--- config.mk ---
export PLATFORM = sky130hd
export DESIGN_NAME = jtframe_hps_loader
export DESIGN_NICKNAME = d
export VERILOG_FILES = /design/src/rtl/jtframe_hps_pkg.sv /design/src/rtl/jtframe_hps_fifo.sv /design/src/rtl/jtframe_hps_loader.sv
export SDC_FILE = /design/constraint.sdc
export NUM_CORES = 1
export LEC_CHECK = 0
export ABC_AREA = 1
export CAP_MARGIN = 0
export CORE_UTILIZATION = 50
export DETAILED_ROUTE_END_ITERATION = 10
export PLACE_DENSITY = 0.85
export SLEW_MARGIN = 20
export SYNTH_ARGS = -nofsm -noshare
export SYNTH_HDL_FRONTEND = slang
export SYNTH_SLANG_ARGS = --single-unit
--- constraint.sdc ---
create_clock -name clk -period 3.4 [get_ports clk]
set_input_delay 0.34 -clock clk [delete_from_list [all_inputs] [get_ports clk]]
set_output_delay 0.34 -clock clk [all_outputs]
set_load 0.005 [all_outputs]
--- src/rtl/jtframe_hps_pkg.sv ---
// jtframe_hps_pkg
// Shared definitions for the HPS download router: default menu indices,
// data-width legality check and FIFO entry width.
package jtframe_hps_pkg;

   localparam logic [7:0] HPS_IDX_ROM   = 8'd0;
   localparam logic [7:0] HPS_IDX_MOD   = 8'd1;
   localparam logic [7:0] HPS_IDX_NVRAM = 8'd2;
   localparam logic [7:0] HPS_IDX_DIPSW = 8'd254;

   // Only 8- and 16-bit HPS buses exist on MiSTer.
   function automatic bit dw_legal(input int unsigned dw);
      return (dw == 8) || (dw == 16);
   endfunction

   // FIFO entry layout: {ram_flag, addr, data}
   function automatic int unsigned entry_w(input int unsigned aw, input int unsigned dw);
      return 1 + aw + dw;
   endfunction

endpackage

--- src/rtl/jtframe_hps_fifo.sv ---
// jtframe_hps_fifo
// Generic synchronous FIFO, depth 2**FIFO_AW, head word shown on dout_o.
// Ports:
//   clk, rst        clock, asynchronous active-high reset
//   push_i, din_i   write request/data (dropped when full)
//   pop_i           read request (ignored when empty)
//   dout_o          head entry (undefined while empty)
//   count_o         number of stored entries
//   full_o, empty_o occupancy flags
module jtframe_hps_fifo #(
   parameter int unsigned W       = 8,
   parameter int unsigned FIFO_AW = 2
)(
   input  logic               clk,
   input  logic               rst,
   input  logic               push_i,
   input  logic [W-1:0]       din_i,
   input  logic               pop_i,
   output logic [W-1:0]       dout_o,
   output logic [FIFO_AW:0]   count_o,
   output logic               full_o,
   output logic               empty_o
);

   localparam int unsigned DEPTH = 1 << FIFO_AW;
   localparam int unsigned CW    = FIFO_AW + 1;

   logic [W-1:0]         mem_q [DEPTH];
   logic [FIFO_AW-1:0]   wr_ptr_q, rd_ptr_q;
   logic [CW-1:0]        count_q;
   logic                 push_ok, pop_ok;

   assign full_o  = (count_q == CW'(DEPTH));
   assign empty_o = (count_q == '0);
   assign push_ok = push_i && !full_o;
   assign pop_ok  = pop_i && !empty_o;
   assign count_o = count_q;
   assign dout_o  = mem_q[rd_ptr_q];

   always_ff @(posedge clk or posedge rst) begin
      if (rst) begin
         wr_ptr_q <= '0;
         rd_ptr_q <= '0;
         count_q  <= '0;
      end else begin
         if (push_ok) wr_ptr_q <= wr_ptr_q + FIFO_AW'(1);
         if (pop_ok)  rd_ptr_q <= rd_ptr_q + FIFO_AW'(1);
         count_q <= count_q + CW'(push_ok) - CW'(pop_ok);
      end
   end

   // Storage needs no reset: contents are only visible while count_q > 0.
   always_ff @(posedge clk) begin
      if (push_ok) mem_q[wr_ptr_q] <= din_i;
   end

endmodule

--- src/rtl/jtframe_hps_loader.sv ---
// jtframe_hps_loader
// Routes HPS writes by menu index: ROM/NVRAM words go through a FIFO to the
// ioctl loader interface with back-pressure, core_mod and DIP bytes are
// stored locally, and ROM download length is reported after the last word
// has been accepted downstream.
// Ports:
//   clk, rst                     clock, asynchronous active-high reset
//   hps_download/index/wr/addr/dout  HPS side write port
//   hps_wait                     stall request to HPS
//   ioctl_wr/ram/addr/dout       loader side word, ioctl_rdy accepts it
//   downloading, dwn_len, dwn_empty  ROM download status
//   core_mod, dipsw              configuration registers
module jtframe_hps_loader
   import jtframe_hps_pkg::*;
#(
   parameter int unsigned DW        = 8,
   parameter int unsigned AW        = 27,
   parameter int unsigned FIFO_AW   = 2,
   parameter int unsigned DIPB      = 4,
   parameter logic [7:0]  IDX_ROM   = HPS_IDX_ROM,
   parameter logic [7:0]  IDX_MOD   = HPS_IDX_MOD,
   parameter logic [7:0]  IDX_NVRAM = HPS_IDX_NVRAM,
   parameter logic [7:0]  IDX_DIPSW = HPS_IDX_DIPSW,
   parameter logic [6:0]  MOD_RST   = 7'b1
)(
   input  logic              clk,
   input  logic              rst,
   input  logic              hps_download,
   input  logic [7:0]        hps_index,
   input  logic              hps_wr,
   input  logic [AW-1:0]     hps_addr,
   input  logic [DW-1:0]     hps_dout,
   output logic              hps_wait,
   output logic              ioctl_wr,
   output logic              ioctl_ram,
   output logic [AW-1:0]     ioctl_addr,
   output logic [DW-1:0]     ioctl_dout,
   input  logic              ioctl_rdy,
   output logic              downloading,
   output logic [AW-1:0]     dwn_len,
   output logic              dwn_empty,
   output logic [6:0]        core_mod,
   output logic [8*DIPB-1:0] dipsw
);

   localparam int unsigned EW    = entry_w(AW, DW);
   localparam int unsigned DEPTH = 1 << FIFO_AW;
   localparam int unsigned CW    = FIFO_AW + 1;
   localparam int unsigned STEP  = dw_legal(DW) ? DW / 8 : 1;

   logic          is_rom, is_nvram, push, pop, full, empty, rise, fall;
   logic [EW-1:0] fifo_dout;
   logic [CW-1:0] count, count_nxt;

   logic              hps_wait_q, hps_wait_d;
   logic              last_dwn_q;
   logic              downloading_q, downloading_d;
   logic              pend_end_q, pend_end_d;
   logic              wr_seen_q, wr_seen_d;
   logic [AW-1:0]     cnt_q, cnt_d;
   logic [AW-1:0]     dwn_len_q, dwn_len_d;
   logic              dwn_empty_q, dwn_empty_d;
   logic [6:0]        core_mod_q, core_mod_d;
   logic [8*DIPB-1:0] dipsw_q, dipsw_d;

   assign is_rom   = hps_wr && (hps_index == IDX_ROM);
   assign is_nvram = hps_wr && (hps_index == IDX_NVRAM);
   assign push     = is_rom || is_nvram;
   assign pop      = ioctl_wr && ioctl_rdy;
   assign rise     = hps_download && !last_dwn_q;
   assign fall     = !hps_download && last_dwn_q;

   jtframe_hps_fifo #(
      .W       (EW),
      .FIFO_AW (FIFO_AW)
   ) u_fifo (
      .clk     (clk),
      .rst     (rst),
      .push_i  (push),
      .din_i   ({is_nvram, hps_addr, hps_dout}),
      .pop_i   (pop),
      .dout_o  (fifo_dout),
      .count_o (count),
      .full_o  (full),
      .empty_o (empty)
   );

   // Outputs forced to zero while idle so the unreset FIFO storage never leaks.
   assign ioctl_wr = !empty;
   assign {ioctl_ram, ioctl_addr, ioctl_dout} = empty ? '0 : fifo_dout;

   // Wait is computed from the post-edge occupancy so it rises together with
   // the count reaching depth-1, leaving room for one in-flight write.
   assign count_nxt = count + CW'(push && !full) - CW'(pop);

   always_comb begin
      hps_wait_d = hps_wait_q;
      if (count_nxt >= CW'(DEPTH - 1))      hps_wait_d = 1'b1;
      else if (count_nxt <= CW'(DEPTH - 2)) hps_wait_d = 1'b0;
   end

   always_comb begin
      downloading_d = downloading_q;
      pend_end_d    = pend_end_q;
      wr_seen_d     = wr_seen_q;
      cnt_d         = cnt_q;
      dwn_len_d     = dwn_len_q;
      dwn_empty_d   = dwn_empty_q;
      if (pend_end_q && empty) begin
         downloading_d = 1'b0;
         dwn_len_d     = cnt_q;
         dwn_empty_d   = !wr_seen_q;
         pend_end_d    = 1'b0;
      end
      // Only an active ROM download may end; NVRAM/DIP edges leave status alone.
      if (fall && downloading_q) pend_end_d = 1'b1;
      if (rise && (hps_index == IDX_ROM)) begin
         downloading_d = 1'b1;
         cnt_d         = '0;
         wr_seen_d     = 1'b0;
         dwn_empty_d   = 1'b0;
         pend_end_d    = 1'b0;
      end
      if (is_rom) begin
         cnt_d     = cnt_d + AW'(STEP);
         wr_seen_d = 1'b1;
      end
   end

   always_comb begin
      core_mod_d = core_mod_q;
      dipsw_d    = dipsw_q;
      if (hps_wr && (hps_index == IDX_MOD) && !hps_addr[0]) core_mod_d = hps_dout[6:0];
      if (hps_wr && (hps_index == IDX_DIPSW)) begin
         for (int unsigned i = 0; i < DIPB; i++) begin
            if (hps_addr == AW'(i)) dipsw_d[i*8 +: 8] = hps_dout[7:0];
            // high byte of a 16-bit word lands on the next byte address
            if ((DW == 16) && (i > 0) && (hps_addr == AW'(i - 1)))
               dipsw_d[i*8 +: 8] = hps_dout[DW-1 -: 8];
         end
      end
   end

   always_ff @(posedge clk or posedge rst) begin
      if (rst) begin
         hps_wait_q    <= 1'b0;
         last_dwn_q    <= 1'b0;
         downloading_q <= 1'b0;
         pend_end_q    <= 1'b0;
         wr_seen_q     <= 1'b0;
         cnt_q         <= '0;
         dwn_len_q     <= '0;
         dwn_empty_q   <= 1'b0;
         core_mod_q    <= MOD_RST;
         dipsw_q       <= '1;
      end else begin
         hps_wait_q    <= hps_wait_d;
         last_dwn_q    <= hps_download;
         downloading_q <= downloading_d;
         pend_end_q    <= pend_end_d;
         wr_seen_q     <= wr_seen_d;
         cnt_q         <= cnt_d;
         dwn_len_q     <= dwn_len_d;
         dwn_empty_q   <= dwn_empty_d;
         core_mod_q    <= core_mod_d;
         dipsw_q       <= dipsw_d;
      end
   end

   assign hps_wait    = hps_wait_q;
   assign downloading = downloading_q;
   assign dwn_len     = dwn_len_q;
   assign dwn_empty   = dwn_empty_q;
   assign core_mod    = core_mod_q;
   assign dipsw       = dipsw_q;

`ifdef SIMULATION
   logic ovf_q;
   always_ff @(posedge clk or posedge rst) begin
      if (rst)              ovf_q <= 1'b0;
      else if (push && full) ovf_q <= 1'b1;
   end
`endif

endmodule

* After elaboration in Yosys (flattened, before gate mapping) *
Memories as Yosys holds them, arrays and structs flattened.
Cells that the tools add are included.

storage, ports and cells
  output and inout port bits = 106
  latch bits = 0
  input port bits = 48
  flip-flop bits (word level) = 106
  ROM bits = 0
  memories = 1
  logic and storage cells = 78
  RAM bits = 144

memories
  name          words  width  read ports  clocked after memory_dff  wr ports  RTL line                RTL
  u_fifo.mem_q  4      36     1           0                         1         jtframe_hps_fifo.sv:28  logic [W-1:0] mem_q [DEPTH];

cells by class
  mux-type cells = 15
  shift operators = 0
  $lt $le $gt $ge = 2
  $mul = 0
  equal/unequal tests = 7
  add/sub/neg operators = 6
  bitwise logic cells = 0
  reduce and logical (&&, ||, !) cells = 31
  divide/modulo/power cells = 0

operator list
  cell                                                  number
  == test 27 x 2 -> 1 bit (second input constant)       2
  2-to-1 mux 27 bit                                     2
  2-to-1 mux 36 bit                                     1
  adder 27 x 1 -> 27 bit (second input constant)        1
  == test 27 x 1 -> 1 bit (second input constant)       1
  logical NOT 27 bit                                    1
  logical AND 1 bit                                     13
  2-to-1 mux 1 bit                                      12
  == test 8 x 1 -> 1 bit (second input constant)        1
  == test 8 x 2 -> 1 bit (second input constant)        1
  == test 8 bit (second input constant)                 1
  logical NOT 8 bit                                     1
  AND reduction 2 bit                                   4
  logical NOT 1 bit                                     6
  nonzero test 2 bit                                    3
  subtractor 3 x 1 -> 3 bit                             2
  adder 2 x 1 -> 2 bit (second input constant)          2
  adder 3 x 1 -> 3 bit                                  1
  == test 3 bit (second input constant)                 1
  >= comparator 3 x 2 -> 1 bit (second input constant)  1
  <= comparator 3 x 2 -> 1 bit (second input constant)  1
  logical NOT 3 bit                                     1
  nonzero test 3 bit                                    1
  logical OR 1 bit                                      1

* Logic depth before layout (Yosys ltp) *
Gate-level depths: netlist of run 1.

  depth in word-level cells = 9
  gate-level depth with buffers = 16

* Modules after synthesis *
From an unflattened synthesis of run 1, not the netlist that was laid out.

unflattened totals
  cell total of the unflattened synthesis = 1153
  area, all modules = 11219.5 um^2

modules (own cells, without submodules)
  module              seq. area each (um^2)  cells each  instances  area an instance (um^2)
  jtframe_hps_fifo    4499.3                 516         1          6068.3
  jtframe_hps_loader  2518.7                 637         1          5151.2

* Worst setup path before layout of run 1 *
OpenSTA, ideal clock, no wires.

  kind = input-to-reg
  start point = in hps_index[2]
  end point = mem u_fifo.mem_q[0][0] in the netlist's numbering (enable)
  setup slack = 0.345 ns
  required time = 2.971 ns
  cell stages on the path = 7
  data arrival time = 2.626 ns
  path buffers = 1
  cell sequence = nor2_2 -> nand2_1 -> nor2_4 -> and2_1 -> clkbuf_1 -> inv_1 -> nor2_1

between the ends
  longest elaborated chain between the ends = 6

ends and longest elaborated chain
  item                                                                RTL line                                            RTL
  start, declared                                                     jtframe_hps_loader.sv:29                            input logic [7:0] hps_index,
  == test 8 x 2 -> 1 bit / logical NOT 8 bit (equally long branches)  jtframe_hps_loader.sv:67, jtframe_hps_loader.sv:66
  logical AND 1 bit (on tied branches)                                jtframe_hps_loader.sv:67, jtframe_hps_loader.sv:66
  logical OR 1 bit *                                                  jtframe_hps_loader.sv:68                            assign push = is_rom || is_nvram;
  logical AND 1 bit *                                                 jtframe_hps_fifo.sv:35                              assign push_ok = push_i && !full_o;
  via u_fifo.push_ok                                                  jtframe_hps_fifo.sv:31                              logic push_ok, pop_ok;
  2-to-1 mux 1 bit *                                                  jtframe_hps_fifo.sv:54                              if (push_ok) mem_q[wr_ptr_q] <= din_i;
  2-to-1 mux 1 bit (implied by the code) *                            jtframe_hps_fifo.sv:54
  end, declared                                                       jtframe_hps_fifo.sv:28

The timed path passes the listed nets; every way through them passes the cells marked *.

* Final worst setup path of run 1 *
  start point = reg u_fifo.rd_ptr_q[0]
  end point = out ioctl_addr[1]

between the ends
  longest elaborated chain between the ends = 2

ends and longest elaborated chain
  item                    RTL line                  RTL
  start, declared         jtframe_hps_fifo.sv:29    logic [FIFO_AW-1:0] wr_ptr_q, rd_ptr_q;
  start signal, assigned  jtframe_hps_fifo.sv:47    if (pop_ok) rd_ptr_q <= rd_ptr_q + FIFO_AW'(1);
  memory (4 x 36 bit)     n/a
  2-to-1 mux 36 bit       jtframe_hps_loader.sv:90  assign {ioctl_ram, ioctl_addr, ioctl_dout} = empty ? '0 : fifo_dout;
  end, declared           jtframe_hps_loader.sv:36  output logic [AW-1:0] ioctl_addr,

Every way passes these cells.

==> results of run 1 <==
-- flip-flops by register name, indices dropped and copies added, names as in the netlist, 2 cells and up --
signal and cells:
u_fifo.mem_q 144, dipsw 32, cnt_q 27, dwn_len 27
core_mod 7, u_fifo.count_o 3, u_fifo.rd_ptr_q 2, u_fifo.wr_ptr_q 2
-- area by class of cell --
class,instances,share of cell area
clock buffers,39,0.0571
clock inverters,7,0.00271
inverters,88,0.0248
multi-input cells,645,0.241
flip-flops and latches,250,0.524
well taps,275,0.0257
repair buffers,166,0.125
-- worst min-delay path by stage --
stage,start,to,slack [ps],cells past startpoint
detailed placement,wr_seen_q,wr_seen_q,470,2
finish,rst,cnt_q[13],160,2
global route,rst,cnt_q[13],190,2
global placement,wr_seen_q,wr_seen_q,460,2
floorplan,hps_download,last_dwn_q,370,0
CTS,rst,u_fifo.count_o[2],160,2
-- per-layer routing --
layer | track usage | vias up
met2 | 0.383 | 302
li1 | - | 3691
met1 | 0.310 | 3668
met3 | 0.0426 | 33
met5 | 0 | -
met4 | 0.0515 | 0
-- cell families (layout without fill, tap and decap cells) --
| kind of cell | count (synthesis) | count (layout) | synth area share |
|---|---|---|---|
| and+or+nand+nor | 435 | 435 | 0.182 |
| adders and majority gates | 11 | 11 | 0.0128 |
| AOI/OAI and AO/OA | 177 | 177 | 0.0855 |
| buffers and inverters | 128 | 300 | 0.0484 |
| DFF | 250 | 250 | 0.654 |
| xor gates and xnor gates | 22 | 22 | 0.0179 |
-- worst max-delay path, stage by stage (launching register included) --
cell             delay (ps)
dfrtp_2                 350
clkinv_1                650
buf_12                  450
o21ai_0                 300
a21oi_1                 110
clkdlybuf4s50_1         460
-- per-stage QoR --
| step | instances | power (µW) | worst slack, ps |
|---|---|---|---|
| floorplan | 1023 | 4880 | 326 |
| global placement | 1424 | 6250 | 676 |
| detailed placement | 1424 | 6330 | 607 |
| CTS | 1470 | 8990 | 249 |
| global route | 1470 | 9420 | 69.9 |
| finish | 1470 | 8940 | 206 |
-- power groups by stage --
stage          clock network [µW]  registers, µW  logic [µW]
2_1_floorplan                   0           3550        1330
3_3_place_gp                    0           3570        2680
3_5_place_dp                    0           3570        2760
4_1_cts                      2690           3520        2780
5_1_grt                      2810           3540        3070
6_report                     2650           3520        2770
-- cell usage after synthesis (2+ instances only) --
library cell	count
o21ai_2	8
buf_2	4
inv_2	6
buf_6	4
nor2_1	201
edfxtp_1	144
nand2_1	147
nor3_4	3
ha_1	11
dfstp_2	33
nand3b_1	2
nand4_1	7
nor3_1	12
nand3_2	7
inv_1	80
buf_1	2
xor2_1	17
nor2_2	8
xnor2_1	5
nor4_1	4
clkinv_1	2
nor2_4	6
nand2_2	7
and2_1	2
nand3_1	19
o21ai_1	8
dfrtp_1	73
a21oi_1	38
nor3_2	3
clkbuf_1	29
o21ai_0	122
==> flow_metrics.py, run 1 <==
metrics = {
    "detailed_routing": {
        "wl_met3_um": 2130,
        "drt_iter0_markers": 664,
        "drc": 0,
        "ant_nets": 0,
        "vias_per_cell": 5.23,
        "routedWlPerCell_um": 16.9,
        "highest_layer": "met4",
        "totalWireLength_um": 24800,
        "vias": 7694,
        "wl_met2_um": 12000,
        "drt-met1-wl_um": 10400,
        "drt_pass1_iterations": 5,
    },
    "cells_and_area": {
        "fillCellCount": 1550,
        "post-route-util": 0.638,
        "drive_above_1_share": 0.117,
        "finalInstanceArea_mm2": 0.0134,
        "final_cell_mix": "197 x nor2_1, 153 x clkdlybuf4s50_1, 147 x nand2_1, 144 x edfxtp_1, 122 x o21ai_0",
        "antenna-diode-count": 0,
        "layout_commonest_cell": "nor2_1",
        "ff_latch_area_mm2": 0.00702,
        "finalNetCount": 1236,
        "syn_to_final_growth_pct": 24.9,
        "multiInputGateArea_mm2": 0.00323,
    },
    "yosys": {
        "yosysSeqAreaShare": 0.654,
        "synth_top_area_frac": 0.403,
        "avgSynthCellArea_um2": 10.5,
        "syn_area_mm2": 0.0107,
        "synthCells": 1023,
        "yosys-top-cells-area": "edfxtp_1 40%, dfrtp_1 17%, dfstp_2 8.1%, nor2_1 7.0%, o21ai_0 5.7%",
        "synth_ff_type": "edfxtp_1",
        "synth_nets": 1082,
        "synth_top_area_cell": "edfxtp_1",
        "synth-seq-cells": 250,
        "yosysWarnings": 0,
        "synth_edf_count": 144,
        "ys_types": 40,
        "ys_async_sr_fraction": 0.424,
    },
    "global_routing": {
        "antenna_found_initial": 0,
        "overflow": 0,
        "grt_pass1_vias": 7552,
        "grt_first_pass_wirelength_um": 39600,
        "grt_max_degree": 74,
        "grt_usage": 0.229,
    },
    "worst_setup_path": {
        "critPathMaxFanout": 41,
        "critPathKind": "reg2out",
        "critPathLaunchType": "register",
        "worstSetupEndpointType": "primary output",
        "ff2ff_path_depth": 6,
        "cp.required_ps": 3060,
        "r2r-start": "u_fifo.count_o[1]",
        "startpoint": "u_fifo.rd_ptr_q[0]",
        "cp.arrival_ps": 2850,
        "rr_endpoint": "u_fifo.mem_q[2][6]",
        "r2r_setup_slack_ps": 1240,
        "endpoint": "ioctl_addr[1]",
    },
    "sta": {
        "fin_crit_sh": 0.939,
        "skew_ps": 13.6,
        "final-hold-violation-count": 0,
        "slew_viol_final": 0,
        "timing.hold.ws_ps": 163,
        "rsz0062_at_grt": "no",
        "fin_crit_ps": 3190,
        "worstMarginPinSlew_ps": 837,
        "timing.fmax_mhz": 313,
        "relSlewSlack": 0.439,
        "fin_tns_setup_ps": 0,
        "setup_viol": 0,
    },
    "placement": {
        "place_area_mm2": 0.0126,
        "place.detailed.hpwl_um": 16200,
        "io_buffers": 153,
        "gp_congestion": 0.926,
    },
    "pwr": {
        "pwr-share-comb": 0.310,
        "seqPwrFrac": 0.393,
        "swShare": 0.299,
        "ir_drop_mv": 0.402,
        "p_clk_frac": 0.297,
        "power.density_mw_per_mm2": 667,
        "p_int_uw": 6270,
        "p_switching_uw": 2670,
        "leakagePower_uw": 0.00519,
    },
    "clocking": {
        "cts_setup_buffers": 0,
        "cts_resized": 0,
        "clkLatencyLatePin_ps": 520,
        "clkTransAtPathRegs_ps": 60,
        "cts_tree": "yes",
        "cts_buffers": 26,
        "cts_buffer_depth": 3,
        "ctsHoldBuffers": 0,
        "cts_root_buffer": "clkbuf_16",
        "htreeDepth": 1,
        "cts_sinks": 250,
    },
    "floorplanning": {
        "num_rows": 53,
        "ios": 154,
        "fp.dieW_um": 149,
        "core_area_mm2": 0.0210,
        "start_util": 0.511,
        "dieArea_mm2": 0.0221,
        "die_y_um": 149,
    },
    "flow_run": {
        "max_cap_violations": 0,
    },
    "worst_hold_path": {
        "min_path_type": "in2async",
    },
    "status": {
        "status": "finished, final reports clean",
    },
}
Power figures use the tool's default switching activity.
==> run 2, diff against run 1 <==
Settings changed: CORE_UTILIZATION 50 to 49, PLACE_DENSITY 0.85 to 0.87.
Clock period 3.4 ns to 2.6 ns, I/O delays scaled along.
==> run 2 against run 1 <==
Via count grew 2.2%. Sequential power grew 31%. Total power grew 36%. Clock-buffer cell count shrank 8. Combinational power grew 39%. Clock skew grew 1.6 ps. Largest power group unchanged. Utilization grew 0.52 points. Critical path depth is the same. Non-clock buffer count grew 14. First-iteration DRC count shrank 7.8%. Highest routed layer unchanged. Critical endpoint is now ioctl_addr[23]. Routed wire length grew 2.9%.
==> flow_metrics.py, run 2 (synthesis results as in run 1) <==
metrics = {
    "worst_setup_path": {
        "cp.arrival_ps": 2260,
        "critPathMaxFanout": 34,
        "ff2ff_path_depth": 9,
        "critPathKind": "reg2out",
        "rr_endpoint": "hps_wait",
        "r2r-start": "u_fifo.count_o[1]",
        "critPathLaunchType": "register",
        "worstSetupEndpointType": "primary output",
        "r2r_setup_slack_ps": 550,
        "cp.required_ps": 2340,
    },
    "flow_run": {
        "max_cap_violations": 0,
    },
    "global_routing": {
        "grt_first_pass_wirelength_um": 39100,
        "antenna_found_initial": 1,
        "overflow": 0,
        "grt_usage": 0.227,
        "grt_max_degree": 107,
        "grt_pass1_vias": 7692,
    },
    "sta": {
        "layout_setup_ws_ps": 77.7,
        "slew_viol_final": 0,
        "timing.hold.ws_ps": 232,
        "setup_viol": 0,
        "timing.fmax_mhz": 396,
        "fin_crit_ps": 2520,
        "final-hold-violation-count": 0,
        "relSlewSlack": 0.539,
        "fin_crit_sh": 0.970,
        "skew_ps": 15.2,
        "rsz0062_at_grt": "yes",
        "worstMarginPinSlew_ps": 691,
    },
    "clocking": {
        "htreeDepth": 1,
        "cts_sinks": 250,
        "clkTransAtPathRegs_ps": 60,
        "cts_buffer_depth": 3,
        "cts_tree": "yes",
        "ctsHoldBuffers": 0,
        "cts_root_buffer": "clkbuf_16",
        "cts_buffers": 25,
        "clkLatencyLatePin_ps": 510,
    },
    "floorplanning": {
        "dieArea_mm2": 0.0225,
        "core_area_mm2": 0.0212,
        "start_util": 0.506,
        "ios": 154,
        "fp.dieW_um": 150,
        "num_rows": 53,
        "die_y_um": 150,
    },
    "placement": {
        "gp_congestion": 0.906,
        "place.detailed.hpwl_um": 16500,
        "place_ws_ps": 136,
        "io_buffers": 153,
    },
    "detailed_routing": {
        "vias": 7863,
        "drt_iter0_markers": 612,
        "drt_pass1_iterations": 5,
        "routedWlPerCell_um": 17.2,
        "drc": 0,
        "ant_nets": 0,
        "vias_per_cell": 5.30,
        "totalWireLength_um": 25600,
    },
    "cells_and_area": {
        "finalNetCount": 1249,
        "layout_commonest_cell": "nor2_1",
        "largest_reg_flops": 144,
        "final_cell_mix": "197 x nor2_1, 152 x clkdlybuf4s50_1, 147 x nand2_1, 144 x edfxtp_1, 122 x o21ai_0",
        "syn_to_final_growth_pct": 27.1,
        "drive_above_1_share": 0.133,
        "top_register": "u_fifo.mem_q",
    },
    "worst_hold_path": {
        "min_path_type": "in2async",
    },
    "status": {
        "status": "finished, final reports clean",
    },
    "pwr": {
        "leakagePower_uw": 0.00532,
        "ir_drop_mv": 0.495,
        "power.density_mw_per_mm2": 889,
    },
}
==> run 2: changes by cell type in the layout (fill, tap and decap cells not counted), moves of 2 or more <==
cell,before,now
buf_12,4,7
buf_4,9,18
bufinv_16,0,4
clkbuf_1,6,2
clkbuf_4,1,3
clkbuf_8,4,1
clkinv_1,6,1
clkinv_2,2,6
clkinv_4,0,2
clkinvlp_4,0,3
==> run 2: what timing repair did <==
| item | in CTS | in global routing |
|---|---|---|
| resized for setup | 2 | 3 |
| setup endpoints to repair | 29 | 28 |
| setup buffers | 0 | 3 |
| gates cloned | 1 | 1 |
==> run 2: worst max-delay path by stage <==
| stage | cells after the start | to | slack, ps | startpoint |
|---|---|---|---|---|
| 3_3_place_gp | 8 | u_fifo.mem_q[1][17] | 230 | hps_index[2] |
| 5_1_grt | 5 | ioctl_addr[2] | -30 | u_fifo.rd_ptr_q[0] |
| 2_1_floorplan | 7 | u_fifo.mem_q[0][0] | -380 | hps_index[2] |
| 3_5_place_dp | 11 | hps_wait | 140 | hps_index[2] |
| 4_1_cts | 6 | ioctl_addr[11] | 30 | u_fifo.rd_ptr_q[0] |
| 6_report | 5 | ioctl_addr[23] | 80 | u_fifo.rd_ptr_q[0] |
==> run 2: power by group <==
part	switching (µW)	leakage, µW	internal (µW)
clock network	1440	0.000420	2230
registers	183	0.00252	4430
logic	1930	0.00238	1910
==> run 2: per-layer routing <==
layer | wire [µm] | track usage | part of all wire | vias to the layer above
met5 | 0 | 0 | 0 | -
met1 | 10400 | 0.290 | 0.41 | 3760
met3 | 2190 | 0.0463 | 0.086 | 37
met2 | 12700 | 0.395 | 0.50 | 335
met4 | 359 | 0.0520 | 0.014 | 0
li1 | - | - | - | 3731
==> run 2: cell type report <==
| cell class | instances | area [µm²] |
|---|---|---|
| diodes | 1 | 2.50 |
| clock buffers | 31 | 669 |
| clock inverters | 13 | 175 |
| fillers | 1580 | 7580 |
| inverters | 88 | 338 |
| multi-input cells | 645 | 3230 |
| flip-flops and latches | 250 | 7020 |
| well taps | 275 | 344 |
| repair buffers | 180 | 1870 |
==> run 2: per-stage QoR <==
stage | std cells | power, µW | instance area [µm²] | setup TNS, ps | util
final | 1483 | 12100 | 13600 | 0 | 0.643
after global routing | 1482 | 12700 | 13600 | -168 | 0.643
after CTS | 1478 | 12100 | 13600 | 0 | 0.640
after detailed placement | 1433 | 8300 | 12700 | 0 | 0.598
after global placement | 1433 | 8210 | 12700 | 0 | 0.598
after floorplan | 1023 | 6380 | 10700 | -54060 | -
==> run 2: worst max-delay path, cell delays in order (launching register included) <==
cell	delay, ps
dfrtp_2	450
clkinvlp_4	150
bufbuf_16	340
o21ai_0	120
a21oi_1	150
clkdlybuf4s50_1	530
==> run 3, diff against run 2 <==
Settings changed: TNS_END_PERCENT set to 10.
==> run 3 against run 2 <==
Total power is 0.27% lower. Cell count hardly changed. Die area stayed put. Worst setup slack worse by 37 ps. Clock-buffer cell count stayed put. Routed wire length hardly changed.
==> flow_metrics.py, run 3 (synthesis results as in run 1) <==
metrics = {
    "detailed_routing": {
        "routedWlPerCell_um": 17.2,
        "drt_iter0_markers": 598,
        "drc": 0,
        "totalWireLength_um": 25500,
        "vias_per_cell": 5.28,
        "drt_pass1_iterations": 4,
        "ant_nets": 0,
        "vias": 7831,
    },
    "sta": {
        "timing.fmax_mhz": 391,
        "fin_crit_ps": 2560,
        "setup_viol": 0,
        "slew_viol_final": 0,
        "fin_crit_sh": 0.984,
        "rsz0062_at_grt": "yes",
        "final-hold-violation-count": 0,
        "skew_ps": 16.4,
        "timing.hold.ws_ps": 250,
        "worstMarginPinSlew_ps": 687,
        "relSlewSlack": 0.542,
    },
    "global_routing": {
        "overflow": 0,
        "grt_max_degree": 107,
        "grt_first_pass_wirelength_um": 38800,
        "antenna_found_initial": 1,
        "grt_pass1_vias": 7672,
        "grt_usage": 0.225,
    },
    "pwr": {
        "leakagePower_uw": 0.00532,
        "ir_drop_mv": 0.495,
        "power_uw": 12100,
        "power.density_mw_per_mm2": 887,
    },
    "clocking": {
        "cts_buffers": 25,
        "htreeDepth": 1,
        "clkTransAtPathRegs_ps": 60,
        "cts_tree": "yes",
        "cts_buffer_depth": 3,
        "clkLatencyLatePin_ps": 510,
        "cts_sinks": 250,
        "cts_root_buffer": "clkbuf_16",
    },
    "worst_setup_path": {
        "slowest_stage": "clkdlybuf4s50_1",
        "path_delay_family": "buffers and inverters",
        "critPathBufInv": 3,
        "cp.arrival_ps": 2300,
        "worstSetupEndpointType": "primary output",
        "critPathKind": "reg2out",
        "max_stage_delay_ps": 550,
        "critPathMaxFanout": 34,
        "worstPathCellList": "clkinvlp_4, buf_12, o21ai_0, a21oi_1, clkdlybuf4s50_1",
        "critPathLaunchType": "register",
        "cp.required_ps": 2340,
    },
    "cells_and_area": {
        "final_cell_mix": "197 x nor2_1, 151 x clkdlybuf4s50_1, 147 x nand2_1, 144 x edfxtp_1, 121 x o21ai_0",
        "drive_above_1_share": 0.133,
        "largest_reg_flops": 144,
        "top_register": "u_fifo.mem_q",
        "syn_to_final_growth_pct": 27.0,
        "post-route-util": 0.642,
        "finalNetCount": 1248,
        "layout_commonest_cell": "nor2_1",
        "fillCellCount": 1584,
    },
    "floorplanning": {
        "num_rows": 53,
        "ios": 154,
        "fp.dieW_um": 150,
        "dieArea_mm2": 0.0225,
        "core_area_mm2": 0.0212,
        "die_y_um": 150,
        "start_util": 0.506,
    },
    "placement": {
        "place.detailed.hpwl_um": 16500,
        "io_buffers": 153,
        "gp_congestion": 0.906,
    },
    "status": {
        "status": "finished, final reports clean",
    },
    "worst_hold_path": {
        "min_path_type": "in2async",
    },
    "flow_run": {
        "max_cap_violations": 0,
    },
}
==> run 3: changes by cell type in the layout (fill, tap and decap cells not counted), sizes merged <==
cell / before / now
clkbuf: 32 / 33
clkdlybuf4s50: 152 / 151
buf: 25 / 24
dlymetal6s2s: 1 / 2
bufbuf: 1 / 0
==> run 3: timing repair <==
| action | 4_1_cts | 5_1_grt |
|---|---|---|
| gates resized for setup | 2 | 5 |
| hold buffers | 0 | 0 |
| setup buffers | 0 | 2 |
| gates cloned | 0 | 2 |
| pin swaps | 1 | 1 |
| endpoints found under the setup margin | 29 | 18 |
==> run 3: area by class of cell <==
type                            count  area, µm²  share of cell area
Antenna cell                        1       2.50            0.000184
Clock buffer                       31        669              0.0491
Clock inverter                     13        175              0.0128
Inverter                           88        338              0.0248
Multi-Input combinational cell    645       3230               0.237
Sequential cell                   250       7020               0.515
Tap cell                          275        344              0.0252
Timing Repair Buffer              179       1850               0.136
==> run 3: path summary, 6_finish.rpt <==
check | end | slack (ps) | start | cells past startpoint
min | dwn_len[15] | 250 | rst | 3
max | ioctl_dout[5] | 40 | u_fifo.rd_ptr_q[0] | 5
max in group asynchronous | u_fifo.rd_ptr_q[0] | 1920 | rst | 3
min reg2reg | dipsw[13] | 480 | dipsw[13] | 2
max reg2reg | hps_wait | 540 | u_fifo.count_o[1] | 9
min in group clk | last_dwn_q | 270 | hps_download | 1
==> run 3: power by group <==
group	total (µW)	internal (µW)	switching, µW
clock network	3670	2230	1440
logic	3800	1880	1930
registers	4620	4430	190
==> run 3: worst register-to-register path, delay by kind of cell, from the launching register on <==
family	cells	cell delay [ps]
buffers and inverters	1	60
xor gates and xnor gates	1	150
DFF	1	430
AOI/OAI and AO/OA	2	180
adders and majority gates	3	700
and+or+nand+nor	2	410
==> run 3: metal layers <==
layer / wire, µm / GRT usage
met5: 0 / 0
met4: 377 / 0.0525
met3: 2250 / 0.0476
met2: 12600 / 0.393
met1: 10300 / 0.286
==> run 3: per-stage QoR <==
step | instances | setup TNS, ps | setup WS, ps | instance area [µm²]
after floorplan | 1023 | -54060 | -375 | 10700
after global placement | 1433 | 0 | 233 | 12700
after detailed placement | 1433 | 0 | 136 | 12700
after CTS | 1477 | 0 | 9.98 | 13600
after global routing | 1481 | -149 | -62.8 | 13600
final | 1482 | 0 | 40.4 | 13600
